--- src/rtl/or_reduce_seq_pkg.sv ---
// Shared definitions for the sequential OR-reduction engine: state width and encodings.
package or_reduce_seq_pkg;

    localparam int STATE_W = 2;

    typedef enum logic [STATE_W-1:0] {
        ST_IDLE = 2'd0,
        ST_SCAN = 2'd1,
        ST_DONE = 2'd2
    } state_t;

endpackage

--- src/rtl/or_reduce_seq_or_chunk.sv ---
// Purely combinational C-input OR, built as a chain of gate primitives seeded with 0.
module or_chunk #(
    parameter int C = 4
) (
    input  logic [C-1:0] din,
    output logic         hit
);

    logic [C:0] chain;

    assign chain[0] = 1'b0;

    for (genvar i = 0; i < C; i++) begin : g_or
        or u_or (chain[i+1], chain[i], din[i]);
    end

    assign hit = chain[C];

endmodule

--- src/rtl/or_reduce_seq.sv ---
// Multi-cycle OR-reduction: one shared C-bit reducer walks the accepted word chunk by chunk.
//   state   | meaning
//   IDLE    | waiting for a word, in_ready high
//   SCAN    | reducing one chunk per clock
//   DONE    | result presented, out_valid high until taken
module or_reduce_seq
    import or_reduce_seq_pkg::*;
#(
    parameter  int W          = 16,
    parameter  int C          = 4,
    parameter  int EARLY_EXIT = 1,
    localparam int NCH        = W / C,
    localparam int CW         = $clog2(NCH + 1)
) (
    input  logic          clk,
    input  logic          reset_n,
    input  logic          in_valid,
    output logic          in_ready,
    input  logic [W-1:0]  in_data,
    output logic          out_valid,
    input  logic          out_ready,
    output logic          result,
    output logic [CW-1:0] cycles
);

    if (C < 1 || C > W || (W % C) != 0) begin : g_bad_params
        $error("or_reduce_seq: W must be a positive multiple of C");
    end

    state_t        state;
    logic [W-1:0]  sreg;
    logic          acc;
    logic [CW-1:0] cnt;
    logic [CW-1:0] cnt_next;
    logic          hit;
    logic          last_chunk;

    or_chunk #(.C(C)) u_or_chunk (
        .din (sreg[C-1:0]),
        .hit (hit)
    );

    assign cnt_next   = cnt + 1'b1;
    assign last_chunk = (cnt_next == CW'(NCH)) || ((EARLY_EXIT != 0) && hit);

    // Handshake flags depend on the state register only, never on the inputs.
    assign in_ready  = (state == ST_IDLE);
    assign out_valid = (state == ST_DONE);

    always_ff @(posedge clk or negedge reset_n) begin
        if (!reset_n) begin
            state  <= ST_IDLE;
            sreg   <= '0;
            acc    <= 1'b0;
            cnt    <= '0;
            result <= 1'b0;
            cycles <= '0;
        end else begin
            case (state)
                ST_IDLE: begin
                    if (in_valid) begin
                        sreg  <= in_data;
                        acc   <= 1'b0;
                        cnt   <= '0;
                        state <= ST_SCAN;
                    end
                end
                ST_SCAN: begin
                    acc  <= acc | hit;
                    sreg <= sreg >> C;
                    cnt  <= cnt_next;
                    if (last_chunk) begin
                        result <= acc | hit;
                        cycles <= cnt_next;
                        state  <= ST_DONE;
                    end
                end
                ST_DONE: begin
                    if (out_ready) begin
                        state <= ST_IDLE;
                    end
                end
                default: state <= ST_IDLE;
            endcase
        end
    end

endmodule

--- config.mk ---
export PLATFORM = sky130hd
export DESIGN_NAME = or_reduce_seq
export DESIGN_NICKNAME = d
export VERILOG_FILES = /design/src/rtl/or_reduce_seq_pkg.sv /design/src/rtl/or_reduce_seq_or_chunk.sv /design/src/rtl/or_reduce_seq.sv
export SDC_FILE = /design/constraint.sdc
export NUM_CORES = 1
export LEC_CHECK = 0
export ABC_AREA = 1
export ABC_CLOCK_PERIOD_IN_PS = 1400
export BUFFER_PORTS_ARGS = -buffer_cell sky130_fd_sc_hd__buf_2
export CAP_MARGIN = 20
export CORE_MARGIN = 2
export CORE_UTILIZATION = 53
export CTS_CLUSTER_DIAMETER = 100
export DETAILED_ROUTE_END_ITERATION = 10
export GPL_TIMING_DRIVEN = 1
export PLACE_DENSITY = 0.77
export SETUP_SLACK_MARGIN = 0.2
export SYNTH_ARGS = -nofsm -noshare
export SYNTH_HDL_FRONTEND = slang
export SYNTH_SLANG_ARGS = --single-unit
--- constraint.sdc ---
create_clock -name clk -period 1.4 [get_ports clk]
set_clock_uncertainty 0.1 [all_clocks]
set_input_delay 0.35 -clock clk [delete_from_list [all_inputs] [get_ports clk]]
set_output_delay 0.35 -clock clk [all_outputs]
set_load 0.005 [all_outputs]
* Word-level counts from Yosys, hierarchy flattened
Index checks and enable logic that the tools add are counted.
** Storage, ports and cells
- Bits in registers :: 26
- Latch bits :: 0
- RAM bits :: 0
- Memory bits (read-only) :: 0
- Input port bits :: 20
- Output and inout bits :: 6
- Logic and storage cells :: 33
- Memories :: 0
** Cells by class
- $add $sub $neg :: 1
- Multipliers :: 0
- Div/mod/pow operators :: 0
- Order comparisons :: 0
- Equality and inequality tests :: 6
- Shift operators :: 0
- Mux-type cells :: 10
- Bitwise logic cells :: 4
- Reductions and logical operators :: 6
** Operators by type and width (number)
- $pmux 16 s2 :: 1
- $mux 16 :: 1
- $mux 2 :: 3
- $pmux 2 s3 :: 1
- $pmux 3 s2 :: 1
- $ne 2x2->1 const B :: 2
- $or 1x1->1 :: 4
- $reduce_and 2->1 :: 2
- $add 3x1->3 const B :: 1
- $eq 3x3->1 const B :: 1
- $mux 3 :: 1
- $reduce_and 3->1 :: 1
- $eq 2x1->1 const B :: 1
- $eq 2x2->1 const B :: 1
- $logic_not 2->1 :: 1
- $ne 2x1->1 const B :: 1
- $pmux 1 s2 :: 1
- $reduce_bool 2->1 :: 1
- $logic_or 1x1->1 :: 1
- $mux 1 :: 1

* Longest topological paths before layout
- Word-level depth :: 6
- Mapped depth :: 8
- Depth with buffers taken out :: 8

* Modules after synthesis
A second synthesis with hierarchy kept.
** Unflattened totals
- Cells, all modules :: 137
- Area total of the unflattened synthesis :: 1253.7 sq um
** Modules (own cells, without submodules)
- or_reduce_seq :: times used 1, cells an instance 134, area each 1242.4 sq um, seq. area each 650.6 sq um
- or_chunk :: times used 1, cells an instance 3, area each 11.3 sq um, seq. area each 0.0 sq um

* Worst setup path after synthesis
No wires, ideal clock.
- Path type :: reg2reg
- Start :: reg cnt[0]
- End :: reg cycles[0]
- Arrival time :: 1036 ps
- Data required time :: 1183 ps
- Path slack :: 147 ps
- Cell stages (with the launch flop) :: 8
- Buffers on the path :: 0
- Period minus slack after synthesis :: 1253 ps
- Cell sequence :: dfrtp_1 -> ha_1 -> nand2_1 -> nand3_1 -> nand2_1 -> nand2_4 -> nand2_1 -> nand2_1
** Between the ends
- Cells in the longest elaborated chain, start to end :: 4
** Ends and longest elaborated chain
- start: declaration :: line or_reduce_seq.sv:33 : logic [CW-1:0] cnt;
- start signal: assignment :: line or_reduce_seq.sv:71 : cnt <= cnt_next;
- $add 3x1->3 * :: line or_reduce_seq.sv:43 : assign cnt_next = cnt + 1'b1;
- $eq 3x3->1 :: line or_reduce_seq.sv:44 : assign last_chunk = (cnt_next == CW'(NCH)) || ((EARLY_EXIT != 0) && hit);
- $logic_or 1x1->1 :: line or_reduce_seq.sv:44
- $reduce_and 2->1 (no line)
- end signal: assignment :: line or_reduce_seq.sv:74 : cycles <= cnt_next;
- end: declaration :: line or_reduce_seq.sv:23 : output logic [CW-1:0] cycles
Every way passes the cells marked *; elsewhere a longest branch is shown, timed or not.
A chain may end at the register's enable or synchronous reset.

* Final worst setup path
- Start :: reg state[0]
- End :: out in_ready
** Between the ends
- Cells in the longest elaborated chain, start to end :: 1
** Ends and longest elaborated chain
- start: declaration :: line or_reduce_seq.sv:30 : state_t state;
- start signal: assignment :: line or_reduce_seq.sv:52 : state <= ST_IDLE;
- start signal: assignment :: line or_reduce_seq.sv:65 : state <= ST_SCAN;
- start signal: assignment :: line or_reduce_seq.sv:75 : state <= ST_DONE;
- $logic_not 2->1 :: line or_reduce_seq.sv:47 : assign in_ready = (state == ST_IDLE);
- end: declaration :: line or_reduce_seq.sv:18 : output logic in_ready,
Every way passes these cells.

==> metrics <==
status complete, but fails checks; failing checks negative setup slack; synth unique cells 19; vias in the first global route 1,206; Syn. warnings 0; CTS root buf clkbuf_4; initial antenna violation count 0; CP max stage cell dfrtp_1; max incr delay on CP 450 ps; H-tree levels 1; synthesized flop and latch total 26; Critical R2R Launch state[0]$_DFFE_PN0P_; Max IR drop VDD 0.00169 V; synthesis-to-layout area growth 47.7%; largest delay contributor family on the critical path flip-flops; post-synth top area cell dfrtp_1; worst hold start out_ready; Max Cap Viol 0; Int Power 2.37 mW; Hold Path Cell Cnt 2; DRT iter0 DRCs 25; commonest non-fill, non-tap cell in the layout dfrtp_1; Detail Placement HPWL 1770 um; NetSw 1.83 mW; IO buf count 25; measured slew at the worst slew-check pin 587 ps; Die Ht 53.1 um; Synth Area per Inst 8.94 sq um; Setup WS pre-CTS 82.9 ps; Worst Path Max Fanout 3; final wirelength 3380 um; GRT overflow 0; Leakage 0.922 nW; combinational cell fraction of total power 59.0%; Fillers 124; number of diodes 0; clock slew at reported path FFs 140 ps; RSZ-0062 raised after global routing yes; startpoint type of the worst setup path flop; fmax 684 MHz; Hold Path Sink state[1]$_DFFE_PN0P_; Yosys top cell area share 50.9%; Syn Inst Count 143; Sequential Power Share 31.8%; full die area 0.00282 sq mm; Crit. End Element output pin; R2R Setup Slk 10 ps; met3 GRT Util 4.52%; synthesized area 0.00128 sq mm; buffers plus inverters on the worst setup path 1; most frequent cells in the layout dfrtp_1 (26), buf_2 (25), nand2_1 (21); # nets final 216; crit share post-route 104%; R2R cell count 6; global-route wire length before repair 5510 um; Seq/Total Area, Yosys 50.9%; placer congestion estimate 0.782; minimum clock period 1460 ps; DR WL/cell 15.3 um; Hold Fails Final Rpt 0; final setup fails 2; Core Box Area 0.00225 sq mm; clock share of power 9.2%; CTS tree yes; Final ANT Viol Nets 0; crit path cell chain nor2_2, buf_2; Ports 26; met1 usage 35.4%; drt pass-1 iters 4; Power, Total 4.20 mW; PwrDens 2230 mW/mm^2; starting density of the core 56.7%; Die W 53.1 um; met2 Use GR 44.6%; busiest grt layer met2; FP Rows 17; Tot GR Track Use 26.9%; post-layout util 83.8%; largest net degree at the start of global routing 27; TNS Setup -109 ps; Vias/cell 5.44; clock tree buffer depth 2; Worst Hold Slack 88.3 ps; Slew Viols, Final 0; Num Clock Sinks 26; Post-Syn Nets 165; worst rel slew slack 60.9%; Arr. time, crit path 1010 ps; Skew-Pair Late Insertion Delay 320 ps; Num CTS Buffers 3; capturing point of the worst reg2reg path sreg[5]$_DFFE_PN0P_; Worst Hold Class in -> reg; most area-consuming cells after synthesis dfrtp_1 (51%), nand2_1 (11%), o21ai_2 (8.9%); critical path class reg -> out; # DRC 0; Final WS setup -60.9 ps; switching share of total power 43.6%; via count 1,203; layout cell share with drive strength beyond 1 57.5%; Critical Path RT 950 ps
==> synth_stat cells <==
cell type,instances
buf_6,2
nand2_1,37
dfrtp_1,26
buf_8,1
buf_4,1
o21ai_2,13
and2_1,1
inv_6,1
inv_2,1
o211ai_1,3
inv_4,1
nand3_1,12
inv_1,14
nor2_1,12
nand2_4,3
ha_1,2
o21ai_0,8
nand2_2,1
o21ai_1,4
==> layout make-up <==
class | instances | area [sq um] | area share (%)
sequential | 26 | 651 | 34.4
inverter | 17 | 88.8 | 4.70
multi-input combinational | 98 | 713 | 37.7
timing repair buffer | 47 | 354 | 18.7
tap | 28 | 35.0 | 1.85
timing repair inverter | 1 | 11.3 | 0.596
clock buffer | 4 | 36.3 | 1.92
==> repair_timing <==
item / 4_1_cts / 5_1_grt
hold buffers: 1 / 0
gates resized for setup: 61 / 12
pin swaps: 13 / 11
endpoints found under the hold margin: 26 / 0
cloned: 3 / 1
setup buffers: 15 / 2
setup endpoints to repair: 29 / 32
==> how the worst max path moves through the flow <==
stage                               from               endpoint  slack (ps)  cells past startpoint
finish              state[0]$_DFFE_PN0P_               in_ready         -60                      2
global placement      cnt[0]$_DFFE_PN0P_   state[1]$_DFFE_PN0P_         120                      7
global route        state[0]$_DFFE_PN0P_               in_ready        -120                      2
CTS                 state[1]$_DFFE_PN0P_               in_ready         -60                      2
floorplan             cnt[0]$_DFFE_PN0P_  cycles[0]$_DFFE_PN0P_         210                      7
detailed placement    cnt[0]$_DFFE_PN0P_   state[1]$_DFFE_PN0P_          80                      7
==> power by group through the flow <==
stage	clock network [mW]	registers [mW]	logic [mW]
after floorplan	0	1.25	1.08
after global placement	0	1.28	1.31
after detailed placement	0	1.28	1.36
after CTS	0.392	1.30	2.20
after global routing	0.412	1.37	2.69
final	0.385	1.34	2.48
==> through the flow <==
stage | instance area, sq um | std cells
after floorplan | 1280 | 143
after global placement | 1420 | 195
after detailed placement | 1420 | 195
after CTS | 1820 | 218
after global routing | 1890 | 221
final | 1890 | 221
==> state kept, by name (all words and copies together), names as in the netlist <==
name	count
cycles	3
acc	1
state	2
sreg	16
cnt	3
result	1
==> cells by family (layout without fill, tap and decap cells) <==
kind of cell	Yosys count	in the layout	synth area share (%)
AO/OA/AOI/OAI	28	28	15.4
buffers and inverters	21	69	9.10
adder cells (fa/ha/maj)	2	2	1.96
flip-flops	26	26	50.9
AND/OR/NAND/NOR	66	68	22.7
==> worst register-to-register path, cell delays in order (launching register included) <==
cell	delay, ps
dfrtp_1	450
buf_4	190
nand2_8	150
nand2_8	130
buf_6	160
o21ai_2	60
o21ai_2	70
==> per-layer routing <==
metal	vias to the layer above	part of all wire [%]
li1	570	-
met1	579	41
met2	45	51
met3	9	5.6
met4	0	2.7
met5	-	0
No activity file was read; power rests on OpenSTA's default activity.
